===== config.mk =====
export PLATFORM = sky130hd
export DESIGN_NAME = lu_coeff_loader
export DESIGN_NICKNAME = d
export VERILOG_FILES = /design/src/rtl/lu_pkg.sv /design/src/rtl/lu_coeff_loader.sv
export SDC_FILE = /design/constraint.sdc
export NUM_CORES = 1
export LEC_CHECK = 0
export ABC_AREA = 1
export CAP_MARGIN = 20
export CORE_MARGIN = 2
export CORE_UTILIZATION = 48
export CTS_CLUSTER_SIZE = 16
export DETAILED_ROUTE_END_ITERATION = 6
export HOLD_SLACK_MARGIN = 0.08
export PLACE_DENSITY = 0.79
export SYNTH_ARGS = -nofsm -noshare
export SYNTH_HDL_FRONTEND = slang
export SYNTH_SLANG_ARGS = --single-unit
export TNS_END_PERCENT = 20

===== constraint.sdc =====
create_clock -name clk -period 9.9 [get_ports clk]
set_clock_uncertainty 0.05 [all_clocks]
set_input_delay 1.98 -clock clk [delete_from_list [all_inputs] [get_ports clk]]
set_output_delay 1.98 -clock clk [all_outputs]
set_load 0.05 [all_outputs]

===== src/rtl/lu_pkg.sv =====
// rtl/lu_pkg.sv - shared constants for the LU coefficient loader
// Purpose: default word format, watchdog length, coefficient slot indices
//          and loader state encoding shared by RTL and bench.
// Ports:   none (package).
package lu_pkg;

    localparam int LU_WIDTH       = 16;
    localparam int LU_FBITS       = 4;
    localparam int LU_TIMEOUT_CYC = 4096;

    // Coefficient slots in arrival order: 3x3 matrix row-major, then RHS.
    localparam int NUM_COEFF = 12;
    localparam int IDX_A00   = 0;
    localparam int IDX_A01   = 1;
    localparam int IDX_A02   = 2;
    localparam int IDX_A10   = 3;
    localparam int IDX_A11   = 4;
    localparam int IDX_A12   = 5;
    localparam int IDX_A20   = 6;
    localparam int IDX_A21   = 7;
    localparam int IDX_A22   = 8;
    localparam int IDX_C0    = 9;
    localparam int IDX_C1    = 10;
    localparam int IDX_C2    = 11;

    localparam logic [2:0] ST_IDLE   = 3'd0;
    localparam logic [2:0] ST_LOAD   = 3'd1;
    localparam logic [2:0] ST_LAUNCH = 3'd2;
    localparam logic [2:0] ST_WAIT   = 3'd3;
    localparam logic [2:0] ST_ERROR  = 3'd4;

endpackage


===== src/rtl/lu_coeff_loader.sv =====
// rtl/lu_coeff_loader.sv - collects 12 coefficient words and launches the LU solver
// Purpose: accept A00..A22, C0..C2 over a valid/ready stream, present them
//          packed on coeff_out, pulse solve_en once, then wait for solve_done
//          under a watchdog. Optional macro LU_LOAD_PIVOT_CHECK_EN rejects a
//          load whose A00 is zero (ERROR + err_pivot instead of launching).
// Ports:
//   clk, rst          rising-edge clock, asynchronous active-high reset
//   clear             synchronous abort to IDLE, clears error flags
//   in_valid/in_data  coefficient stream input
//   in_ready          loader accepts a word this cycle (IDLE/LOAD)
//   coeff_out         packed coefficients, word k at [WIDTH*k +: WIDTH]
//   solve_en          one-cycle solver start pulse
//   solve_done        solver completion, sampled in WAIT only
//   busy              state is not IDLE
//   err_timeout       sticky watchdog expiry flag
//   err_pivot         sticky zero-pivot flag (0 unless pivot check built in)
module lu_coeff_loader
    import lu_pkg::*;
#(
    parameter int WIDTH       = LU_WIDTH,
    parameter int FBITS       = LU_FBITS,
    parameter int TIMEOUT_CYC = LU_TIMEOUT_CYC
) (
    input  logic                       clk,
    input  logic                       rst,
    input  logic                       clear,
    input  logic                       in_valid,
    input  logic [WIDTH-1:0]           in_data,
    output logic                       in_ready,
    output logic [NUM_COEFF*WIDTH-1:0] coeff_out,
    output logic                       solve_en,
    input  logic                       solve_done,
    output logic                       busy,
    output logic                       err_timeout,
    output logic                       err_pivot
);

    localparam int CNT_W = $clog2(NUM_COEFF);
    localparam int TO_W  = (TIMEOUT_CYC > 1) ? $clog2(TIMEOUT_CYC) : 1;
    localparam logic [CNT_W-1:0] CNT_LAST = CNT_W'(NUM_COEFF - 1);
    localparam logic [TO_W-1:0]  TO_LAST  = TO_W'(TIMEOUT_CYC - 1);

    // FBITS only describes the Q-format seen by the solver; it is checked
    // here so a nonsensical format is caught at elaboration.
    if (FBITS < 0 || FBITS >= WIDTH || TIMEOUT_CYC < 2) begin : g_bad_cfg
        $error("lu_coeff_loader: need 0 <= FBITS < WIDTH and TIMEOUT_CYC >= 2");
    end

    logic [2:0]       r_state;
    logic [CNT_W-1:0] r_cnt;
    logic [TO_W-1:0]  r_to;
    logic             r_err_to;
    logic [WIDTH-1:0] r_coeff [NUM_COEFF];

    logic             w_in_ready;
    logic             w_xfer;
    logic [CNT_W-1:0] w_wr_idx;
    logic             w_load_last;
    logic             w_pivot_zero;

    assign w_in_ready  = (r_state == ST_IDLE) || (r_state == ST_LOAD);
    // clear wins over a coincident transfer: the word is dropped.
    assign w_xfer      = in_valid && w_in_ready && !clear;
    assign w_wr_idx    = (r_state == ST_LOAD) ? r_cnt : '0;
    assign w_load_last = (r_state == ST_LOAD) && w_xfer && (r_cnt == CNT_LAST);

    always_ff @(posedge clk or posedge rst) begin
        if (rst) begin
            r_state  <= ST_IDLE;
            r_cnt    <= '0;
            r_to     <= '0;
            r_err_to <= 1'b0;
        end else if (clear) begin
            r_state  <= ST_IDLE;
            r_cnt    <= '0;
            r_to     <= '0;
            r_err_to <= 1'b0;
        end else begin
            case (r_state)
                ST_IDLE: begin
                    if (w_xfer) begin
                        r_cnt   <= CNT_W'(1);
                        r_state <= ST_LOAD;
                    end
                end
                ST_LOAD: begin
                    if (w_load_last) begin
                        r_cnt   <= '0;
                        r_state <= w_pivot_zero ? ST_ERROR : ST_LAUNCH;
                    end else if (w_xfer) begin
                        r_cnt <= r_cnt + CNT_W'(1);
                    end
                end
                ST_LAUNCH: begin
                    r_to    <= '0;
                    r_state <= ST_WAIT;
                end
                ST_WAIT: begin
                    // solve_done is checked first so it beats a coincident expiry.
                    if (solve_done) begin
                        r_state <= ST_IDLE;
                    end else if (r_to == TO_LAST) begin
                        r_state  <= ST_ERROR;
                        r_err_to <= 1'b1;
                    end else begin
                        r_to <= r_to + TO_W'(1);
                    end
                end
                ST_ERROR: begin
                    r_state <= ST_ERROR;
                end
                default: begin
                    r_state <= ST_IDLE;
                end
            endcase
        end
    end

    // Words are only written on a transfer, and transfers are impossible
    // from LAUNCH onwards, so the solver's operands stay frozen until the
    // next load begins. clear deliberately leaves stored words alone.
    always_ff @(posedge clk or posedge rst) begin
        if (rst) begin
            for (int k = 0; k < NUM_COEFF; k++) begin
                r_coeff[k] <= '0;
            end
        end else if (w_xfer) begin
            r_coeff[w_wr_idx] <= in_data;
        end
    end

`ifdef LU_LOAD_PIVOT_CHECK_EN
    logic r_err_piv;

    // A00 was stored on the first transfer, so it is valid at load completion.
    assign w_pivot_zero = (r_coeff[IDX_A00] == '0);

    always_ff @(posedge clk or posedge rst) begin
        if (rst) begin
            r_err_piv <= 1'b0;
        end else if (clear) begin
            r_err_piv <= 1'b0;
        end else if (w_load_last && w_pivot_zero) begin
            r_err_piv <= 1'b1;
        end
    end

    assign err_pivot = r_err_piv;
`else
    assign w_pivot_zero = 1'b0;
    assign err_pivot    = 1'b0;
`endif

    for (genvar g = 0; g < NUM_COEFF; g++) begin : g_pack
        assign coeff_out[WIDTH*g +: WIDTH] = r_coeff[g];
    end

    assign in_ready    = w_in_ready;
    assign solve_en    = (r_state == ST_LAUNCH);
    assign busy        = (r_state != ST_IDLE);
    assign err_timeout = r_err_to;

endmodule


==> results of run 1 <==
## through the flow
| step | area, µm² | power (mW) | hold WS (ps) |
|---|---|---|---|
| after floorplan | 8184 | 1.453 | 442.5 |
| after global placement | 10390 | 1.680 | 415.1 |
| after detailed placement | 10390 | 1.689 | 421.7 |
| after CTS | 11120 | 2.517 | 435.9 |
| after global routing | 11180 | 2.594 | 447.5 |
| final | 11180 | 2.500 | 429.8 |
## cell families after synthesis
family,count (synthesis)
buffers and inverters,97
XOR/XNOR,1
AND/OR/NAND/NOR,325
flip-flops,212
adder cells (fa/ha/maj),2
AO/OA/AOI/OAI,213
other,1
## power groups by stage
stage	logic (mW)	registers, mW	clock network [mW]
after floorplan	0.171	1.28	0
after global placement	0.664	1.02	0
after detailed placement	0.674	1.02	0
after CTS	0.676	1.00	0.838
after global routing	0.710	1.01	0.871
final	0.672	1.00	0.822
## flip-flops by register name, summed over array words and instances (netlist names)
| register | count |
|---|---|
| r_state | 3 |
| coeff_out | 192 |
| err_timeout | 1 |
| r_cnt | 4 |
| r_to | 12 |
## worst reg2reg max path: stages (launching register included)
cell and delay [ps]:
dfrtp_1 460, inv_1 120, nand3_2 170, inv_2 100, o21ai_0 120, nand3_1 740
o21ai_0 470
## layout make-up
class	instances	area share, %
Clock buffer	33	6.009
Clock inverter	5	0.6042
Inverter	43	1.511
Multi-Input combinational cell	542	22.05
Sequential cell	212	47.44
Tap cell	220	2.462
Timing Repair Buffer	220	19.92
## layout by cell type (no fill, tap or decap), types with 2 or more instances in the layout
cell type,count
nand2_1,246
clkdlybuf4s50_1,216
dfrtp_1,212
o21ai_0,121
o21ai_1,82
inv_1,38
nor2_1,29
clkbuf_16,22
nand3_1,20
nand2_2,8
clkbuf_8,8
a21oi_1,7
nand4_1,6
nor3_1,5
nor2_4,4
inv_2,3
clkbuf_1,3
nor2_2,2
nor3_2,2
ha_1,2
buf_8,2
## worst min-delay path by stage
stage	startpoint	to	slack, ps	cells after the start
after floorplan	r_to[11]	r_to[11]	440	2
after global placement	coeff_out[122]	coeff_out[122]	420	2
after detailed placement	coeff_out[154]	coeff_out[154]	420	2
after CTS	coeff_out[107]	coeff_out[107]	440	2
after global routing	coeff_out[188]	coeff_out[188]	450	2
final	coeff_out[107]	coeff_out[107]	430	2
## routing by layer
metal,up-vias,track usage (%)
met5,-,0
met4,0,5.965
met3,33,7.995
met2,243,41.52
met1,3246,34.87
li1,3148,-
==> impl_metrics.toml, run 1 <==
[routing]
num_vias = 6670
drtAntennaViolNets = 0
totalWireLength_um = 23280
wl_per_cell_um = 18.26
dr.pass1.iters = 5
drc = 0
dr.first_iter.drc_count = 511
wl_met1_um = 9762
wl_met3_um = 2156
via_per_inst = 5.231
routed.top_layer = "met4"
met2WireLength_um = 10990

[setup_path]
crit_buf_inv = 2
critPathLaunchType = "register"
worstPathCellList = "nor2_1 > nand2_1 > inv_1 > clkdlybuf4s50_1"
critPathCapture = "solve_en"
worstReg2RegStart = "r_state[2]"
crit_cells = 4
crit_start = "r_state[2]"
critPathCaptureType = "output pin"
cpLargestDelayFamily = "buffers and inverters"
slowest_stage = "clkdlybuf4s50_1"
rrSetupSlack_ps = 7570
reg2reg_depth = 6
r2r_end = "coeff_out[3]"
critPathRequiredTime_ps = 7870
cpPeakStageDelay_ps = 810
criticalPathCategory = "register to output pin"
crit_fanout = 5
critPathArrivalTime_ps = 2100

[sta]
setup_viol = 0
slew_violations = 0
layout_setup_ws_ps = 5769
rsz0062_at_grt = "false"
fmax_mhz = 242.1
fin_crit_sh_pct = 41.73
slew_headroom_pct = 34.28
hold_violations = 0
worstMarginPinSlew_ps = 983.1
finalCriticalPeriod_ps = 4131
final.setup.tns_ps = 0

[final_layout]
multi_input_area_mm2 = 0.002466
area_growth_pct = 36.63
fin_cells = 1275
fill_cells = 1337
seq_area_mm2 = 0.005305
final_core_util_pct = 67.19
n_antenna_cell = 0
drive_above_1_share_pct = 5.877
finalNetCount = 1064

[synth]
syn_nets = 874
ys_seq_elements = 212
synth_most_common_cell = "nand2_1"
ys_top_cells_by_count = "246 x nand2_1, 212 x dfrtp_1, 121 x o21ai_0"
yosysTopAreaCellShare_pct = 64.82
async_flop_share_pct = 100.0
yosys.area_share.adder_pct = 0.3058
synthFlopType = "dfrtp_1"
synth_area_mm2 = 0.008184
yosysWarnings = 0
synthSimpleGateAreaFrac_pct = 16.56
synthXorXnorAreaFrac_pct = 0.1070
syn_inst = 851
yosysUniqueCellTypes = 31
yosysSeqAreaShare_pct = 64.82
post_synth_mux_area_share_pct = 0
post-synth-top-area-cell = "dfrtp_1"
synth_area_per_cell_um2 = 9.617
synth_top_family_by_area = "simple AND/OR/NAND/NOR gates"
synth_compound_area_share_pct = 13.12
ys_top_cells_by_area = "dfrtp_1 65%, nand2_1 11%, o21ai_0 7.4%, o21ai_1 5.0%, inv_1 1.8%"
synth-edff-count = 0

[global_route]
grt_pass1_vias = 6298
grt_pass1_wl_um = 35810
grt_usage_pct = 25.85
grt_max_degree = 147
antenna_found_initial = 0
grt_overflow = 0

[run_status]
outcome = "finished, final reports clean"

[hold_path]
min_path_type = "register to register"

[place]
numPortBuffers = 216
hpwl_um = 15050
place_ws_ps = 5637
place_inst = 1234
place_congestion = 0.8544

[clocking]
cts_inserted_buffers = 22
root_buffer = "clkbuf_16"
cts_tree = "done"
clock_latency_ps = 500
cts.sinks = 212
htreeDepth = 1
hold_buffers = 0
cts.clk_slew.worst_paths_ps = 60
clock_tree.buffer_depth = 3
post_cts_resized = 0
post_cts_buffers = 0

[die]
initial_core_util_pct = 49.18
die_h_um = 134.6
die_width_um = 134.6
rows = 47
coreArea_mm2 = 0.01664
dieArea_mm2 = 0.01811
ios = 218

[power]
p_per_area_mw_per_mm2 = 223.5
intPower_mw = 1.640
power_leakage_nw = 4.965
p_comb_share_pct = 26.9
p_sw_uw = 859.4
p_seq_share_pct = 40.2
peakVddDrop_uv = 229.4
switching_share_pct = 34.38
clkPwrFrac_pct = 32.9

[flow_run]
cap_violations = 0
No activity file was read; power rests on OpenSTA's default activity.
==> run 2: changes to the inputs <==
Clock period 9.9 ns to 3.9 ns, I/O delays scaled along.
==> impl_metrics.toml, run 2 (synthesized netlist as in run 1, its figures left out) <==
[run_status]
outcome = "finished, final reports clean"

[setup_path]
criticalPathCategory = "register to output pin"
crit_fanout = 5
critPathCaptureType = "output pin"
critPathRequiredTime_ps = 3070
cpPeakStageDelay_ps = 810
critPathLaunchType = "register"
slowest_stage = "clkdlybuf4s50_1"
reg2reg_depth = 7
critPathArrivalTime_ps = 2090
worstPathCellList = "inv_1 > nand2_1 > nor2_1 > inv_1 > clkdlybuf4s50_1"
crit_path_frequent_cell = "inv_1"

[die]
rows = 47
dieArea_mm2 = 0.01811
initial_core_util_pct = 49.18
ios = 218
die_width_um = 134.6
coreArea_mm2 = 0.01664
die_h_um = 134.6

[final_layout]
drive_above_1_share_pct = 6.149
finalNetCount = 1065
area_growth_pct = 36.69
seq_area_mm2 = 0.005305
multi_input_area_mm2 = 0.002466
layout_common_cells = "246 x nand2_1, 216 x clkdlybuf4s50_1, 212 x dfrtp_1"
final_core_util_pct = 67.22
fill_cells = 1311
final_common_cell = "nand2_1"
largest_reg_flops = 192

[clocking]
cts.sinks = 212
htreeDepth = 1
post_cts_resized = 0
cts.clk_slew.worst_paths_ps = 60
clock_latency_ps = 500
clock_tree.buffer_depth = 3
post_cts_buffers = 0
root_buffer = "clkbuf_16"
cts_inserted_buffers = 21
hold_buffers = 0
cts_tree = "done"

[flow_run]
cap_violations = 0

[sta]
slew_headroom_pct = 33.34
final.setup.tns_ps = 0
hold_violations = 0
fin_crit_sh_pct = 74.79
setup_viol = 0
worstMarginPinSlew_ps = 997.5
rsz0062_at_grt = "false"
slew_violations = 0
fmax_mhz = 342.8
finalCriticalPeriod_ps = 2917

[routing]
via_per_inst = 5.221
wl_per_cell_um = 18.21
drc = 0
totalWireLength_um = 23270
dr.first_iter.drc_count = 486
dr.pass1.iters = 7
num_vias = 6672
drtAntennaViolNets = 0

[power]
power_leakage_nw = 4.951
peakVddDrop_uv = 529.5
p_per_area_mw_per_mm2 = 571.5
power_mw = 6.393

[place]
place_congestion = 0.8669
numPortBuffers = 216
hpwl_um = 15130

[hold_path]
hold_depth = 2
min_path_type = "register to register"

[global_route]
grt_usage_pct = 25.91
grt_max_degree = 119
antenna_found_initial = 1
grt_overflow = 0
grt_pass1_wl_um = 36140
grt_pass1_vias = 6361
==> run 2: worst max-delay path: cells and delay by family, from the launching register on <==
kind / cells / cell delay, ps
buffers and inverters: 3 / 1010
flip-flops: 1 / 460
AND/OR/NAND/NOR: 2 / 130
==> run 2: routing by layer <==
metal	track usage [%]	share of wire, %	vias up
li1	-	-	3142
met1	33.41	40	3251
met2	42.15	48	245
met3	9.610	10	34
met4	6.023	1.8	0
met5	0	0	-
==> run 2: power breakdown <==
group / internal [mW] / total, mW / switching (mW)
Combinational: 0.501 / 1.71 / 1.21
Sequential: 2.41 / 2.54 / 0.135
Clock: 1.29 / 2.14 / 0.850
Total: 4.20 / 6.39 / 2.20
==> run 2: final cells by class <==
class	instances	area share, %
clock buffer	28	5.380
sequential	212	47.42
timing repair buffer	222	19.95
inverter	43	1.476
multi-input combinational	542	22.04
tap	220	2.461
clock inverter	10	1.241
antenna	1	0.02237
==> run 2: per-stage QoR <==
stage | instance area, µm² | setup WS, ps | hold slack, ps | std cells
2_1_floorplan | 8188 | 313.8 | 442.5 | 851
3_3_place_gp | 10440 | 1083 | 414.7 | 1239
3_5_place_dp | 10440 | 962.8 | 421.9 | 1239
4_1_cts | 11180 | 976.6 | 437.8 | 1277
5_1_grt | 11180 | 870.6 | 459.0 | 1277
6_report | 11190 | 983.1 | 434.2 | 1278
==> run 2: worst paths after layout <==
check / start / end / slack (ps)
hold reg to reg: coeff_out[0] / coeff_out[0] / 430
setup / recovery: r_state[1] / busy / 980
hold / removal: coeff_out[0] / coeff_out[0] / 430
min in group asynchronous: rst / coeff_out[181] / 590
setup reg to reg: r_state[2] / coeff_out[146] / 1650
max in group asynchronous: rst / coeff_out[12] / 2260
